$ cat config.mk
export PLATFORM = sky130hd
export DESIGN_NAME = load_store_unit_flat
export DESIGN_NICKNAME = d
export VERILOG_FILES = /design/src/rtl/load_store_unit_if.sv /design/src/rtl/load_store_unit.sv /design/src/flat_wrapper.sv
export SDC_FILE = /design/constraint.sdc
export NUM_CORES = 1
export LEC_CHECK = 0
export ABC_AREA = 0
export BUFFER_PORTS_ARGS = -buffer_cell sky130_fd_sc_hd__buf_2
export CORE_MARGIN = 1.5
export CORE_UTILIZATION = 30
export CTS_BUF_LIST = sky130_fd_sc_hd__clkbuf_8
export CTS_CLUSTER_DIAMETER = 100
export CTS_CLUSTER_SIZE = 20
export DETAILED_ROUTE_END_ITERATION = 10
export PLACE_DENSITY_LB_ADDON = 0.15
export SLEW_MARGIN = 10
export SYNTH_ARGS = -nofsm -noshare
export SYNTH_HDL_FRONTEND = slang
export SYNTH_SLANG_ARGS = --single-unit
$ cat constraint.sdc
create_clock -name clk -period 4.8 [get_ports clk]
set_input_delay 0.24 -clock clk [delete_from_list [all_inputs] [get_ports clk]]
set_output_delay 0.24 -clock clk [all_outputs]
set_load 0.02 [all_outputs]
$ cat src/rtl/load_store_unit_if.sv
// -----------------------------------------------------------------------------
// load_store_unit_if
// Bundles the CPU request/response handshake and the data-memory bus of the
// load/store unit.
//   req_*  : CPU request (valid/ready handshake, size, sign, address, data)
//   rsp_*  : one-cycle completion pulse with load data and error flag
//   mem_*  : word-aligned data-memory port (combinational read, posedge write)
// Modports:
//   slave  : the load/store unit itself
//   master : the environment (CPU plus data memory)
// -----------------------------------------------------------------------------
interface load_store_unit_if;
    logic        req_valid;
    logic        req_ready;
    logic        req_write;
    logic [1:0]  req_size;
    logic        req_signed;
    logic [31:0] req_addr;
    logic [31:0] req_wdata;

    logic        rsp_valid;
    logic [31:0] rsp_rdata;
    logic        rsp_err;

    logic [31:0] mem_address;
    logic [31:0] mem_write_data;
    logic        mem_MemWrite;
    logic        mem_MemRead;
    logic [31:0] mem_read_data;

    modport slave (
        input  req_valid, req_write, req_size, req_signed, req_addr, req_wdata,
        output req_ready,
        output rsp_valid, rsp_rdata, rsp_err,
        output mem_address, mem_write_data, mem_MemWrite, mem_MemRead,
        input  mem_read_data
    );

    modport master (
        output req_valid, req_write, req_size, req_signed, req_addr, req_wdata,
        input  req_ready,
        input  rsp_valid, rsp_rdata, rsp_err,
        input  mem_address, mem_write_data, mem_MemWrite, mem_MemRead,
        output mem_read_data
    );
endinterface

$ cat src/rtl/load_store_unit.sv
// -----------------------------------------------------------------------------
// load_store_unit
// Executes one CPU load or store at a time against a word-wide data memory.
// Byte and halfword stores are done read-modify-write; loads extract the
// addressed little-endian lane and sign- or zero-extend it.
// Ports:
//   clk   : single clock, all state changes on posedge
//   rst_n : asynchronous active-low reset
//   bus   : load_store_unit_if.slave (request, response and memory signals)
// Parameter:
//   WORDS : data-memory depth in 32-bit words (word index >= WORDS is an error)
// -----------------------------------------------------------------------------
module load_store_unit #(
    parameter int unsigned WORDS = 32
) (
    input logic               clk,
    input logic               rst_n,
    load_store_unit_if.slave  bus
);

    typedef enum logic [1:0] {IDLE, READ, WRITE, RESP} state_e;

    localparam logic [1:0] SZ_BYTE = 2'b00;
    localparam logic [1:0] SZ_HALF = 2'b01;
    localparam logic [1:0] SZ_WORD = 2'b10;

    state_e      state_q, state_d;
    logic [31:0] addr_q, addr_d;
    logic [31:0] wdata_q, wdata_d;
    logic [31:0] word_q, word_d;     // word read from memory in READ
    logic [1:0]  size_q, size_d;
    logic        write_q, write_d;
    logic        signed_q, signed_d;
    logic        err_q, err_d;

    logic        req_err;
    logic [31:0] merged;
    logic [31:0] load_data;
    logic [7:0]  lane8;
    logic [15:0] lane16;

    // Misalignment / range check on the incoming (not yet registered) request.
    always_comb begin
        // NOTE: every combinational output gets a default before any branch,
        // otherwise an unassigned path would infer a latch.
        req_err = 1'b0;
        case (bus.req_size)
            SZ_BYTE: req_err = 1'b0;
            SZ_HALF: req_err = bus.req_addr[0];
            SZ_WORD: req_err = |bus.req_addr[1:0];
            default: req_err = 1'b1;
        endcase
        if ({2'b00, bus.req_addr[31:2]} >= WORDS) begin
            req_err = 1'b1;
        end
    end

    // Store merge: replace only the addressed lane(s) of the old word.
    always_comb begin
        merged = word_q;
        case (size_q)
            SZ_BYTE: merged[{addr_q[1:0], 3'b000} +: 8]  = wdata_q[7:0];
            SZ_HALF: merged[{addr_q[1], 4'b0000} +: 16]  = wdata_q[15:0];
            default: merged = wdata_q;
        endcase
    end

    // Load extraction and extension.
    always_comb begin
        lane8     = word_q[{addr_q[1:0], 3'b000} +: 8];
        lane16    = word_q[{addr_q[1], 4'b0000} +: 16];
        load_data = word_q;
        case (size_q)
            SZ_BYTE: load_data = {{24{signed_q & lane8[7]}}, lane8};
            SZ_HALF: load_data = {{16{signed_q & lane16[15]}}, lane16};
            default: load_data = word_q;
        endcase
    end

    // Next-state and output logic.
    always_comb begin
        state_d  = state_q;
        addr_d   = addr_q;
        wdata_d  = wdata_q;
        word_d   = word_q;
        size_d   = size_q;
        write_d  = write_q;
        signed_d = signed_q;
        err_d    = err_q;

        bus.req_ready      = (state_q == IDLE);
        bus.rsp_valid      = 1'b0;
        bus.rsp_rdata      = 32'h0;
        bus.rsp_err        = 1'b0;
        bus.mem_address    = 32'h0;
        bus.mem_write_data = 32'h0;
        bus.mem_MemWrite   = 1'b0;
        bus.mem_MemRead    = 1'b0;

        case (state_q)
            IDLE: begin
                if (bus.req_valid) begin
                    addr_d   = bus.req_addr;
                    wdata_d  = bus.req_wdata;
                    size_d   = bus.req_size;
                    write_d  = bus.req_write;
                    signed_d = bus.req_signed;
                    err_d    = req_err;
                    if (req_err) begin
                        state_d = RESP;
                    end else if (bus.req_write && bus.req_size == SZ_WORD) begin
                        state_d = WRITE;
                    end else begin
                        // Loads and sub-word stores both need the old word.
                        state_d = READ;
                    end
                end
            end
            READ: begin
                bus.mem_MemRead = 1'b1;
                bus.mem_address = {addr_q[31:2], 2'b00};
                word_d          = bus.mem_read_data;
                state_d         = write_q ? WRITE : RESP;
            end
            WRITE: begin
                bus.mem_MemWrite   = 1'b1;
                bus.mem_address    = {addr_q[31:2], 2'b00};
                bus.mem_write_data = merged;
                state_d            = RESP;
            end
            RESP: begin
                bus.rsp_valid = 1'b1;
                bus.rsp_err   = err_q;
                bus.rsp_rdata = (err_q || write_q) ? 32'h0 : load_data;
                state_d       = IDLE;
            end
            default: state_d = IDLE;
        endcase
    end

    // NOTE: the asynchronous reset forces IDLE immediately, which also drops
    // the combinational memory strobes of an interrupted access.
    always_ff @(posedge clk or negedge rst_n) begin
        if (!rst_n) begin
            state_q  <= IDLE;
            addr_q   <= 32'h0;
            wdata_q  <= 32'h0;
            word_q   <= 32'h0;
            size_q   <= 2'b00;
            write_q  <= 1'b0;
            signed_q <= 1'b0;
            err_q    <= 1'b0;
        end else begin
            // NOTE: non-blocking assignments so every flop samples the
            // pre-edge values regardless of statement order.
            state_q  <= state_d;
            addr_q   <= addr_d;
            wdata_q  <= wdata_d;
            word_q   <= word_d;
            size_q   <= size_d;
            write_q  <= write_d;
            signed_q <= signed_d;
            err_q    <= err_d;
        end
    end

endmodule

$ cat src/flat_wrapper.sv
// flat-port wrapper written by rule: the top's interface ports become plain ports
module load_store_unit_flat 
#(
    parameter int unsigned WORDS = 32
)
  (clk, rst_n, bus_req_valid, bus_req_write, bus_req_size, bus_req_signed, bus_req_addr, bus_req_wdata, bus_req_ready, bus_rsp_valid, bus_rsp_rdata, bus_rsp_err, bus_mem_address, bus_mem_write_data, bus_mem_MemWrite, bus_mem_MemRead, bus_mem_read_data);
  load_store_unit_if bus_i ();
  input logic clk;
  input logic rst_n;
  input wire logic [$bits(bus_i.req_valid)-1:0] bus_req_valid;
  input wire logic [$bits(bus_i.req_write)-1:0] bus_req_write;
  input wire logic [$bits(bus_i.req_size)-1:0] bus_req_size;
  input wire logic [$bits(bus_i.req_signed)-1:0] bus_req_signed;
  input wire logic [$bits(bus_i.req_addr)-1:0] bus_req_addr;
  input wire logic [$bits(bus_i.req_wdata)-1:0] bus_req_wdata;
  output wire logic [$bits(bus_i.req_ready)-1:0] bus_req_ready;
  output wire logic [$bits(bus_i.rsp_valid)-1:0] bus_rsp_valid;
  output wire logic [$bits(bus_i.rsp_rdata)-1:0] bus_rsp_rdata;
  output wire logic [$bits(bus_i.rsp_err)-1:0] bus_rsp_err;
  output wire logic [$bits(bus_i.mem_address)-1:0] bus_mem_address;
  output wire logic [$bits(bus_i.mem_write_data)-1:0] bus_mem_write_data;
  output wire logic [$bits(bus_i.mem_MemWrite)-1:0] bus_mem_MemWrite;
  output wire logic [$bits(bus_i.mem_MemRead)-1:0] bus_mem_MemRead;
  input wire logic [$bits(bus_i.mem_read_data)-1:0] bus_mem_read_data;
  assign bus_i.req_valid = bus_req_valid;
  assign bus_i.req_write = bus_req_write;
  assign bus_i.req_size = bus_req_size;
  assign bus_i.req_signed = bus_req_signed;
  assign bus_i.req_addr = bus_req_addr;
  assign bus_i.req_wdata = bus_req_wdata;
  assign bus_req_ready = bus_i.req_ready;
  assign bus_rsp_valid = bus_i.rsp_valid;
  assign bus_rsp_rdata = bus_i.rsp_rdata;
  assign bus_rsp_err = bus_i.rsp_err;
  assign bus_mem_address = bus_i.mem_address;
  assign bus_mem_write_data = bus_i.mem_write_data;
  assign bus_mem_MemWrite = bus_i.mem_MemWrite;
  assign bus_mem_MemRead = bus_i.mem_MemRead;
  assign bus_i.mem_read_data = bus_mem_read_data;
  load_store_unit #(.WORDS(WORDS)) u_core (.clk(clk), .rst_n(rst_n), .bus(bus_i));
endmodule
# Word-level counts from Yosys, hierarchy flattened
# Cells that the tools add are included.
totals:
  output_inout_bits: 101
  word_cells: 53
  ramBits: 0
  latch_bits: 0
  in_bits: 103
  n_memories: 0
  reg_bits: 103
  romBits: 0
classes:
  add_sub_neg: 2
  n_shift: 6
  n_div: 0
  n_bitwise: 2
  mul: 0
  eq_ne: 7
  muxes: 19
  reduce_logical: 8
  magnitude_cmp: 1
op_table:
  columns: ["operator", "n"]
  rows:
  - ["$mux 32", 4]
  - ["$pmux 32 s2", 2]
  - ["$bwmux 32", 2]
  - ["$shift 16x7->32 const A", 1]
  - ["$shift 8x7->32 const A", 1]
  - ["$shiftx 16x7->32", 1]
  - ["$shiftx 32x6->16", 1]
  - ["$shiftx 32x6->8", 1]
  - ["$shiftx 8x7->32", 1]
  - ["$ge 30x6->1 const B", 1]
  - ["$neg 5->7", 2]
  - ["$pmux 2 s4", 1]
  - ["$eq 2x1->1 const B", 3]
  - ["$eq 2x2->1 const B", 3]
  - ["$logic_not 2->1", 3]
  - ["$mux 1", 6]
  - ["$mux 2", 3]
  - ["$reduce_or 2->1", 2]
  - ["$pmux 1 s3", 1]
  - ["$and 1x1->1", 2]
  - ["$ne 2x2->1 const B", 1]
  - ["$reduce_and 2->1", 1]
  - ["$logic_and 1x1->1", 1]
  - ["$logic_or 1x1->1", 1]

# Logic depth before layout (Yosys ltp)
# Gate-level depths: netlist of the first run.
logic_depth:
  ltp_word: 6
  ltp_mapped: 8
  mapped_depth_nobuf: 6

# Least setup slack after synthesis of the first run
# OpenSTA, ideal clock, no wires.
synth_timing:
  kind: "reg2out"
  from: "reg u_core.addr_q[1]"
  to: "out bus_mem_write_data[31]"
  t_arrival_ns: 2.053
  t_required_ns: 4.560
  n_path_buf: 2
  stages_incl_launch_ff: 9
  setup_slack_ns: 2.507
  path_cell_list: "dfrtp_1 -> buf_4 -> inv_2 -> ha_1 -> nor4bb_1 -> clkbuf_1 -> a221o_1 -> a22oi_1 -> nor2b_1"
synth_between:
  elab_chain_len: 5
  word_cells_on_any_way: 10
  cone_classes: "add/sub: 2; shift: 4; mux: 4"
synth_rtl:
  columns: ["item", "line_no", "text"]
  rows:
  - ["start, declared", "load_store_unit.sv:28", "logic [31:0] addr_q, addr_d;"]
  - ["start signal, assigned", "load_store_unit.sv:157", "addr_q <= addr_d;"]
  - ["$neg 5->7 (on tied branches)", "load_store_unit.sv:63, load_store_unit.sv:62", null]
  - ["$shiftx 16x7->32 (tied with other cells)", "load_store_unit.sv:63", "SZ_HALF: merged[{addr_q[1], 4'b0000} +: 16] = wdata_q[15:0];"]
  - ["$bwmux 32 (on tied branches)", "load_store_unit.sv:63, load_store_unit.sv:62", null]
  - ["$pmux 32 s2 *", "load_store_unit.sv:61", "case (size_q)"]
  - ["$mux 32 *", "load_store_unit.sv:100", "case (state_q)"]
  - ["end, declared", "flat_wrapper.sv:21", "output wire logic [$bits(bus_i.mem_write_data)-1:0] bus_mem_write_data;"]
# Mark *: on every way between the ends. The rest lies on a longest branch, timed or not.

# Worst setup path after layout of the first run
layout_timing:
  from: "reg u_core.addr_q[0]"
  to: "out bus_mem_write_data[29]"
layout_between:
  elab_chain_len: 5
  word_cells_on_any_way: 6
  cone_classes: "add/sub: 1; shift: 2; mux: 3"
layout_rtl:
  columns: ["item", "line_no", "text"]
  rows:
  - ["$neg 5->7 *", "load_store_unit.sv:62", "SZ_BYTE: merged[{addr_q[1:0], 3'b000} +: 8] = wdata_q[7:0];"]
  - ["$shiftx 8x7->32 / $shift 8x7->32 (equally long branches)", "load_store_unit.sv:62", null]
  - ["$bwmux 32 *", "load_store_unit.sv:62", null]
  - ["$pmux 32 s2 *", "load_store_unit.sv:61", null]
  - ["$mux 32 *", "load_store_unit.sv:100", null]
# Marks and branches as above.

==> results.toml, run 1 <==
[outcome]
outcome = "complete, no violations"

[clock_tree]
ctsResizeCount = 0
insertion_delay_ns = 0.39
cts-root-buf = "clkbuf_8"
cts_buffers = 9
clockBufferDepth = 2
clk_pin_slew_worst_paths_ns = 0.11
htree_num_levels = 3
cts.sinks = 103
cts_setup_buffers = 0
hold_buffers = 1
tritoncts = "built"

[synthesis]
yosys.area_share.simple = 0.1338
ys_types = 47
synth.top_cells.by_count = "103 x dfrtp_1, 100 x mux2_2, 42 x nand2_1, 31 x and2_1"
synth-main-ff-cell = "dfrtp_1"
synth.avg_cell_area_um2 = 10.83
yosys_register_bits = 103
yosys.area_share.adder = 0.01828
synth_cells = 569
synth_compound_area_frac = 0.1476
synth-seq-area-share = 0.4184
synth_area_leaders = "dfrtp_1 42%, mux2_2 18%, and2_1 3.1%"
synth.top_cell.area_share = 0.4184
synth_area_um2 = 6161
synthXorXnorAreaFrac = 0
ys_warn_count = 0
synth-edff-count = 0
synthArstFlopShare = 1.000
synthMuxAreaShare = 0.2392
synth_top_family_by_area = "multiplexers"
synth.most_common_cell = "dfrtp_1"
synth_area_leader_cell = "dfrtp_1"

[timing]
skew_ns = 0.01539
finalSetupViolCount = 0
final-hold-violation-count = 0
setup_tns_ns = 0
finalCritPeriodShare = 0.7020
min_period_ns = 3.370
rsz0062_at_grt = "false"
holdWs_ns = 0.07518
max_clock_freq_mhz = 296.8
slew_viol_final = 0
worst_slew_pin_slew_ns = 1.177
slew_headroom = 0.2156

[global_route]
grt_pass1_wl_um = 32130
grt_start_max_net_pins = 57
grt_usage = 0.1968
overflow = 0
antenna_found_initial = 2
grt_pass1_vias = 5441

[critical_path]
start_kind = "flop"
path_class = "flop to primary output"
crit_required_ns = 4.56
crit_arrival_ns = 3.13
worstSetupEndpointType = "primary output"
cp_max_fo = 21

[floorplanning]
num_rows = 52
core-area_um2 = 20170
start_util = 0.3055
ios = 204
fp.dieH_um = 146.3
die_x_um = 146.3
die_area_um2 = 21410

[detailed_routing]
vias = 5409
initialDrtViolationCount = 294
firstDrtPassIters = 8
drt-total-wl_um = 21100
viasPerCell = 5.298
wl_per_cell_um = 20.66
post-route-drc-count = 0
detail-route-antenna-nets = 0

[finish]
drive_above_1_share = 0.4527
nets = 858
insertedDiodeCount = 0
area_growth_pct = 22.85
fill_cells = 2049

[power_and_ir_drop]
ir_drop_mv = 0.3523
cellLeakagePower_nw = 3.575
power_mw = 5.957
power-per-cell-area_nw_per_um2 = 787.1

[job]
drv_cap = 0

[min_path]
min_path_type = "primary input to flop"

[place]
place_hpwl_um = 15720
io_buffers = 201
gp_congestion = 0.8967
==> layout by cell type (no fill, tap or decap), types with 4 or more instances in the layout <==
master    Yosys  final
nand3_1       4      4
clkbuf_8      0      9
a221o_1      16     16
a221oi_1     15     15
ha_1          9      9
a222oi_1      8      8
nor2b_1      25     25
o221ai_1      8      8
nor3_1       10     10
a22o_1        8      8
nor4_1        5      5
nand2_1      42     41
mux2_2      100    100
nor2_1       25     25
inv_1        10     11
buf_4         4      9
buf_2        15    200
dfrtp_1     103    103
o22ai_1       8      8
a22oi_1      16     16
mux4_2        7      7
a21oi_1      20     20
o21ai_0      12     12
mux2i_1      19     19
and2_1       31     31
==> logic make-up (layout without fill, tap and decap cells) <==
| kind of cell | Yosys count | in the layout |
|---|---|---|
| AO/OA/AOI/OAI | 119 | 119 |
| adder cells (fa/ha/maj) | 9 | 9 |
| buffers and inverters | 56 | 237 |
| flip-flops | 103 | 103 |
| multiplexers | 126 | 126 |
| other | 1 | 2 |
| AND/OR/NAND/NOR | 155 | 155 |
==> sequential cells by signal, indices dropped and copies added (netlist names) <==
name             flops
u_core.state_q       2
u_core.wdata_q      32
u_core.word_q       32
u_core.write_q       1
u_core.err_q         1
u_core.addr_q       32
u_core.signed_q      1
u_core.size_q        2
==> cell type report <==
type / instances / area, um2 / area share
inverter: 11 / 41.29 / 0.005455
timing repair buffer: 210 / 1079 / 0.1425
clock inverter: 7 / 78.83 / 0.01041
clock buffer: 9 / 123.9 / 0.01637
multi-input combinational: 411 / 3331 / 0.4401
sequential: 103 / 2577 / 0.3406
tap: 270 / 337.8 / 0.04464
==> report_power, final <==
group / internal (mW) / switching [mW] / leakage (nW)
Combinational: 1.52 / 1.84 / 2.26
Sequential: 1.31 / 0.707 / 1.21
Clock: 0.248 / 0.328 / 0.104
==> metal layers <==
metal / wire [um] / up-vias / track usage
li1: - / 2476 / -
met1: 8546 / 2644 / 0.2331
met2: 10220 / 242 / 0.3310
met3: 1580 / 43 / 0.05750
met4: 727 / 4 / 0.08636
met5: 21 / - / 0
==> path summary, 6_finish.rpt <==
kind,depth (start not counted),from,endpoint,slack [ns]
max in group asynchronous,3,rst_n,u_core.addr_q[28]$_DFFE_PN0P_,3.19
min in group asynchronous,2,rst_n,u_core.word_q[18]$_DFFE_PN0P_,0.42
hold reg to reg,1,u_core.addr_q[24]$_DFFE_PN0P_,u_core.addr_q[24]$_DFFE_PN0P_,0.51
setup reg to reg,5,u_core.state_q[0]$_DFFE_PN0P_,u_core.wdata_q[19]$_DFFE_PN0P_,2.22
setup / recovery,8,u_core.addr_q[0]$_DFFE_PN0P_,bus_mem_write_data[29],1.43
hold / removal,2,bus_req_wdata[4],u_core.wdata_q[4]$_DFFE_PN0P_,0.08
==> metrics by stage <==
step / util / area, um2 / std cells / setup slack, ns
floorplan: - / 6165 / 570 / 2.507
global placement: 0.3647 / 7356 / 1004 / 1.959
detailed placement: 0.3647 / 7356 / 1004 / 1.861
CTS: 0.3752 / 7569 / 1021 / 1.398
global route: 0.3752 / 7569 / 1021 / 1.141
finish: 0.3752 / 7569 / 1021 / 1.430
==> critical path, cell delays in order, from the launching register on <==
cell      delay [ns]
dfrtp_1         0.90
inv_1           0.26
ha_1            0.41
nor4bb_1        0.32
buf_4           0.22
a221o_1         0.14
a22oi_1         0.07
nor2b_1         0.21
buf_2           0.20
Note: power is estimated with default switching activity, not from simulation.
==> inputs of run 2 (changes only) <==
--- a/config.mk
+++ b/config.mk
@@ -5,7 +5,7 @@
 export SDC_FILE = /design/constraint.sdc
 export NUM_CORES = 1
 export LEC_CHECK = 0
-export ABC_AREA = 0
+export ABC_AREA = 1
 export BUFFER_PORTS_ARGS = -buffer_cell sky130_fd_sc_hd__buf_2
 export CORE_MARGIN = 1.5
 export CORE_UTILIZATION = 30
==> constraint.sdc (replaced) <==
create_clock -name clk -period 3 [get_ports clk]
set_input_delay 0.15 -clock clk [delete_from_list [all_inputs] [get_ports clk]]
set_output_delay 0.15 -clock clk [all_outputs]
set_load 0.02 [all_outputs]
==> run 2 against run 1 <==
Synthesized cell count increased by 65%. Via count increased by 29%. Critical endpoint is now bus_mem_write_data[3]. Combinational power increased by 61%. Critical path type unchanged. Die area increased by 3.8%. Register-to-register slack got worse by 1.2 ns.
==> results.toml, run 2 <==
[finish]
area_growth_pct = 34.92
largestRegisters = "u_core.addr_q: 32 flops, u_core.wdata_q: 32 flops, u_core.word_q: 32 flops"
final_cell_mix = "287 x nand2_1, 200 x buf_2, 142 x o21ai_0"
final_common_cell = "nand2_1"
fill_cells = 2276
nets = 1304
drive_above_1_share = 0.2072

[timing]
worst_slew_pin_slew_ns = 0.8092
setup_tns_ns = 0
final.setup.worst_slack_ns = 0.2219
finalCritPeriodShare = 0.9260
max_clock_freq_mhz = 360.0
finalSetupViolCount = 0
final-hold-violation-count = 0
min_period_ns = 2.778
rsz0062_at_grt = "false"
holdWs_ns = 0.01266
skew_ns = 0.01427
slew_headroom = 0.4606
slew_viol_final = 0

[min_path]
worst_hold_startpoint = "bus_req_wdata[0]"
min_path_type = "primary input to flop"

[clock_tree]
cts_buffers = 9
hold_buffers = 85
clockBufferDepth = 2
cts.sinks = 103
insertion_delay_ns = 0.39
cts_setup_buffers = 0
tritoncts = "built"
cts-root-buf = "clkbuf_8"
clk_pin_slew_worst_paths_ns = 0.11
htree_num_levels = 3
ctsResizeCount = 0

[synthesis]
synth_area_leaders = "dfrtp_1 40%, nand2_1 17%, o21ai_0 11%"
synth-edff-count = 0
synth_compound_area_frac = 0.2281
synth_cells = 939
ys_warn_count = 0
ys_types = 32
synth_top_family_by_area = "simple AND/OR/NAND/NOR gates"
yosys.area_share.simple = 0.2427
synth.most_common_cell = "nand2_1"
synth.top_cell.area_share = 0.4026
synth.top_cells.by_count = "288 x nand2_1, 142 x o21ai_0, 105 x inv_1, 103 x dfrtp_1, 96 x a21oi_1"
yosys_register_bits = 103
synthArstFlopShare = 1.000
synthMuxAreaShare = 0
synth.avg_cell_area_um2 = 6.818
synthXorXnorAreaFrac = 0
synth_area_leader_cell = "dfrtp_1"
synth_area_um2 = 6402
synth-main-ff-cell = "dfrtp_1"
synth-seq-area-share = 0.4026
yosys.area_share.adder = 0.01759

[detailed_routing]
initialDrtViolationCount = 449
post-route-drc-count = 0
firstDrtPassIters = 4
detail-route-antenna-nets = 0
wl_per_cell_um = 16.70
viasPerCell = 4.753
vias = 7001
drt-total-wl_um = 24600

[critical_path]
path_class = "flop to primary output"
cp_max_fo = 16
crit_required_ns = 2.85
reg2reg_from = "u_core.state_q[0]$_DFFE_PN0P_"
worstSetupEndpointType = "primary output"
crit_start = "u_core.addr_q[1]$_DFFE_PN0P_"
start_kind = "flop"
crit_arrival_ns = 2.63

[floorplanning]
core-area_um2 = 20960
ios = 204
fp.dieH_um = 149.1
die_x_um = 149.1
die_area_um2 = 22230
start_util = 0.3055
num_rows = 53

[place]
place_hpwl_um = 18200
gp_congestion = 0.9021
dp_slack_ns = 0.6572
io_buffers = 201

[job]
drv_cap = 0

[power_and_ir_drop]
cellLeakagePower_nw = 4.621
power-per-cell-area_nw_per_um2 = 1052
ir_drop_mv = 0.4273

[global_route]
antenna_found_initial = 2
grt_pass1_wl_um = 37740
grt_usage = 0.2229
grt_start_max_net_pins = 83
grt_pass1_vias = 6728
overflow = 0

[outcome]
outcome = "complete, no violations"
## run 2: cell count changes after synthesis, sizes merged, moves of 37 or more
| cell | change |
|---|---|
| nand2 | +250 |
| o21ai | +133 |
| nor2 | +37 |
| mux2 | -100 |
| a21oi | +75 |
| inv | +98 |
## run 2: worst paths after layout
kind | slack, ns | cells after the start | to
max in group asynchronous | 1.88 | 3 | u_core.addr_q[12]$_DFFE_PN0P_
hold reg to reg | 0.49 | 2 | u_core.wdata_q[27]$_DFFE_PN0P_
setup reg to reg | 1.06 | 7 | u_core.state_q[0]$_DFFE_PN0P_
setup / recovery | 0.22 | 7 | bus_mem_write_data[3]
min in group asynchronous | 0.32 | 2 | u_core.word_q[0]$_DFFE_PN0P_
hold / removal | 0.01 | 3 | u_core.wdata_q[0]$_DFFE_PN0P_
## run 2: cells by family after synthesis
kind of cell,after synthesis
AND/OR/NAND/NOR,385
flip-flops,103
AO/OA/AOI/OAI,275
buffers and inverters,166
other,1
adder cells (fa/ha/maj),9
## run 2: where the power goes
group	switching, mW	internal, mW
Clock	0.572	0.341
Combinational	3.75	1.66
Sequential	0.713	2.05
## run 2: area by class of cell
cell class / count / area (um2) / share of cell area
clock inverter: 6 / 51.30 / 0.005939
timing repair buffer: 298 / 1974 / 0.2286
inverter: 109 / 411.6 / 0.04765
tap: 275 / 344.1 / 0.03983
clock buffer: 10 / 137.6 / 0.01593
multi-input combinational: 671 / 3139 / 0.3634
sequential: 103 / 2577 / 0.2984
antenna: 1 / 2.502 / 0.0002897
## run 2: critical path, cell delays in order, from the launching register on
cell	delay, ns
dfrtp_1	0.42
inv_4	0.17
ha_1	0.36
inv_1	0.30
nand4_1	0.36
o21ai_0	0.29
o211a_1	0.18
buf_2	0.16
## run 2: per-stage QoR
step / util / total power, mW / std cells / cell area (um2)
floorplan: - / 6.238 / 940 / 6406
global placement: 0.3625 / 8.118 / 1371 / 7596
detailed placement: 0.3625 / 8.096 / 1371 / 7596
CTS: 0.4121 / 9.112 / 1472 / 8636
global route: 0.4121 / 9.868 / 1472 / 8636
finish: 0.4122 / 9.089 / 1473 / 8638
## run 2: layer usage
metal	global-route usage	routed length, um	vias up
met5	0	10	-
met3	0.03945	1636	31
met4	0.07871	676	2
met2	0.3444	10830	244
li1	-	-	3525
met1	0.3117	11450	3199
==> inputs of run 3 (changes only) <==
--- a/config.mk
+++ b/config.mk
@@ -5,9 +5,8 @@
 export SDC_FILE = /design/constraint.sdc
 export NUM_CORES = 1
 export LEC_CHECK = 0
-export ABC_AREA = 1
 export BUFFER_PORTS_ARGS = -buffer_cell sky130_fd_sc_hd__buf_2
-export CORE_MARGIN = 1.5
+export CORE_MARGIN = 2
 export CORE_UTILIZATION = 30
 export CTS_BUF_LIST = sky130_fd_sc_hd__clkbuf_8
 export CTS_CLUSTER_DIAMETER = 100
==> run 3 against run 2 <==
Global-route usage fell by 2.0 points. Design area fell by 0.56%. Critical path depth fell by 1. Sequential power rose by 13%. Clock power fell by 6.1%. Via count fell by 17%. Count of clock-buffer cells in the layout fell by 1. Routed wire length fell by 11%. Die area fell by 2.4%.
==> results.toml, run 3 (synthesized netlist as in run 1, its figures left out) <==
[power_and_ir_drop]
ir_drop_mv = 0.5691
power-per-cell-area_nw_per_um2 = 1122
cellLeakagePower_nw = 4.001

[floorplanning]
start_util = 0.3055
core-area_um2 = 20170
num_rows = 52
die_area_um2 = 21700
die_x_um = 147.3
fp.dieH_um = 147.3
ios = 204

[place]
gp_congestion = 0.8550
place_hpwl_um = 15600
placed_area_um2 = 7411
io_buffers = 201

[timing]
worst_slew_pin_slew_ns = 0.7903
slew_headroom = 0.4731
finalSetupViolCount = 0
setup_tns_ns = 0
finalCritPeriodShare = 0.9155
final-hold-violation-count = 0
skew_ns = 0.01297
slew_viol_final = 0
min_period_ns = 2.747
max_clock_freq_mhz = 364.1
rsz0062_at_grt = "false"

[clock_tree]
clockBufferDepth = 2
htree_num_levels = 3
cts.sinks = 103
insertion_delay_ns = 0.40
clk_pin_slew_worst_paths_ns = 0.11
cts_setup_buffers = 0
tritoncts = "built"
cts-root-buf = "clkbuf_8"
cts_buffers = 9

[global_route]
antenna_found_initial = 0
grt_pass1_wl_um = 33980
grt_pass1_vias = 6064
grt_start_max_net_pins = 58
overflow = 0
grt_usage = 0.2031

[min_path]
min_path_type = "primary input to flop"
min_path_cells = 2

[detailed_routing]
firstDrtPassIters = 6
vias = 5845
initialDrtViolationCount = 445
wl_per_cell_um = 19.51
drt-total-wl_um = 21920
post-route-drc-count = 0
detail-route-antenna-nets = 0
viasPerCell = 5.205

[job]
drv_cap = 0

[critical_path]
crit_path_cell_trace = "ha_1 -> or3b_2 -> nor3b_2 -> nand3_4 -> nand2_1 -> buf_2"
start_kind = "flop"
r2r_cells = 5
crit_required_ns = 2.85
crit_slowest_cell = "or3b_2"
path_class = "flop to primary output"
crit_arrival_ns = 2.60
worstSetupEndpointType = "primary output"
slowest_delay_ns = 0.68
cp_max_fo = 18
regToRegSetupSlack_ns = 1.23

[outcome]
outcome = "complete, no violations"

[finish]
area_growth_pct = 39.42
drive_above_1_share = 0.4045
final_area_um2 = 8589
largestRegisters = "u_core.addr_q: 32 flops, u_core.wdata_q: 32 flops, u_core.word_q: 32 flops"
insertedDiodeCount = 0
fill_cells = 2006
nets = 960
final_cell_mix = "200 x buf_2, 103 x dfrtp_1, 100 x mux2_2"
final_common_cell = "buf_2"
run 3: cell types whose count changed in the layout (fill, tap and decap cells not counted), moves of 25 or more:
| cell | delta |
|---|---|
| a21oi_1 | -76 |
| nor2_1 | -33 |
| mux2_2 | +100 |
| o21ai_0 | -130 |
| inv_1 | -94 |
| nor2b_1 | +25 |
| and2_1 | +31 |
| nand2_1 | -246 |
run 3: worst paths after layout:
check,startpoint,endpoint
setup / recovery,u_core.state_q[0]$_DFFE_PN0P_,bus_rsp_rdata[27]
hold / removal,bus_req_addr[0],u_core.addr_q[0]$_DFFE_PN0P_
setup reg to reg,u_core.state_q[0]$_DFFE_PN0P_,u_core.addr_q[6]$_DFFE_PN0P_
hold reg to reg,u_core.addr_q[7]$_DFFE_PN0P_,u_core.addr_q[7]$_DFFE_PN0P_
max in group asynchronous,rst_n,u_core.word_q[29]$_DFFE_PN0P_
min in group asynchronous,rst_n,u_core.word_q[17]$_DFFE_PN0P_
run 3: cell type report:
class	instances	area (um2)	area share
clock buffer	9	123.9	0.01442
clock inverter	7	56.30	0.006555
inverter	11	41.29	0.004807
multi-input combinational	411	3338	0.3886
sequential	103	2577	0.3001
tap	270	337.8	0.03933
timing repair buffer	312	2115	0.2462
run 3: stage by stage:
step                      setup WS [ns]  hold WS [ns]  total power, mW    util  cells
after floorplan                  0.7968       -0.1456            6.813       -    570
after global placement           0.6833        0.2142            8.554  0.3674   1008
after detailed placement         0.5516        0.2187            8.663  0.3674   1008
after CTS                       0.08014       0.02497            9.663  0.4255   1123
after global routing            0.09421       0.03156            10.33  0.4259   1123
final                            0.2534       0.05115            9.637  0.4259   1123
run 3: power by group:
part / switching, mW / leakage (nW) / internal [mW] / total (mW)
clock network: 0.545 / 0.0896 / 0.312 / 0.857
registers: 1.03 / 1.21 / 2.10 / 3.13
logic: 3.10 / 2.70 / 2.55 / 5.65
run 3: worst max-delay path, delay by kind of cell (launching register included):
kind          cells  cell delay [ns]
buf+inv           1             0.17
fa+ha+maj         1             0.21
flops             1             0.42
simple gates      4             1.38
run 3: timing repair:
action / in CTS / in global routing
setup endpoints to repair: 0 / 16
gates resized for setup: 0 / 2
hold buffers: 99 / 0
hold endpoints to repair: 144 / 0
run 3: per-layer routing:
layer | track usage | share of wire | vias up | wire length [um]
met3 | 0.04410 | 0.072 | 50 | 1580
met4 | 0.08510 | 0.037 | 0 | 807
met5 | 0 | 0 | - | 0
met2 | 0.3435 | 0.48 | 268 | 10510
li1 | - | - | 2676 | -
met1 | 0.2512 | 0.41 | 2851 | 9015
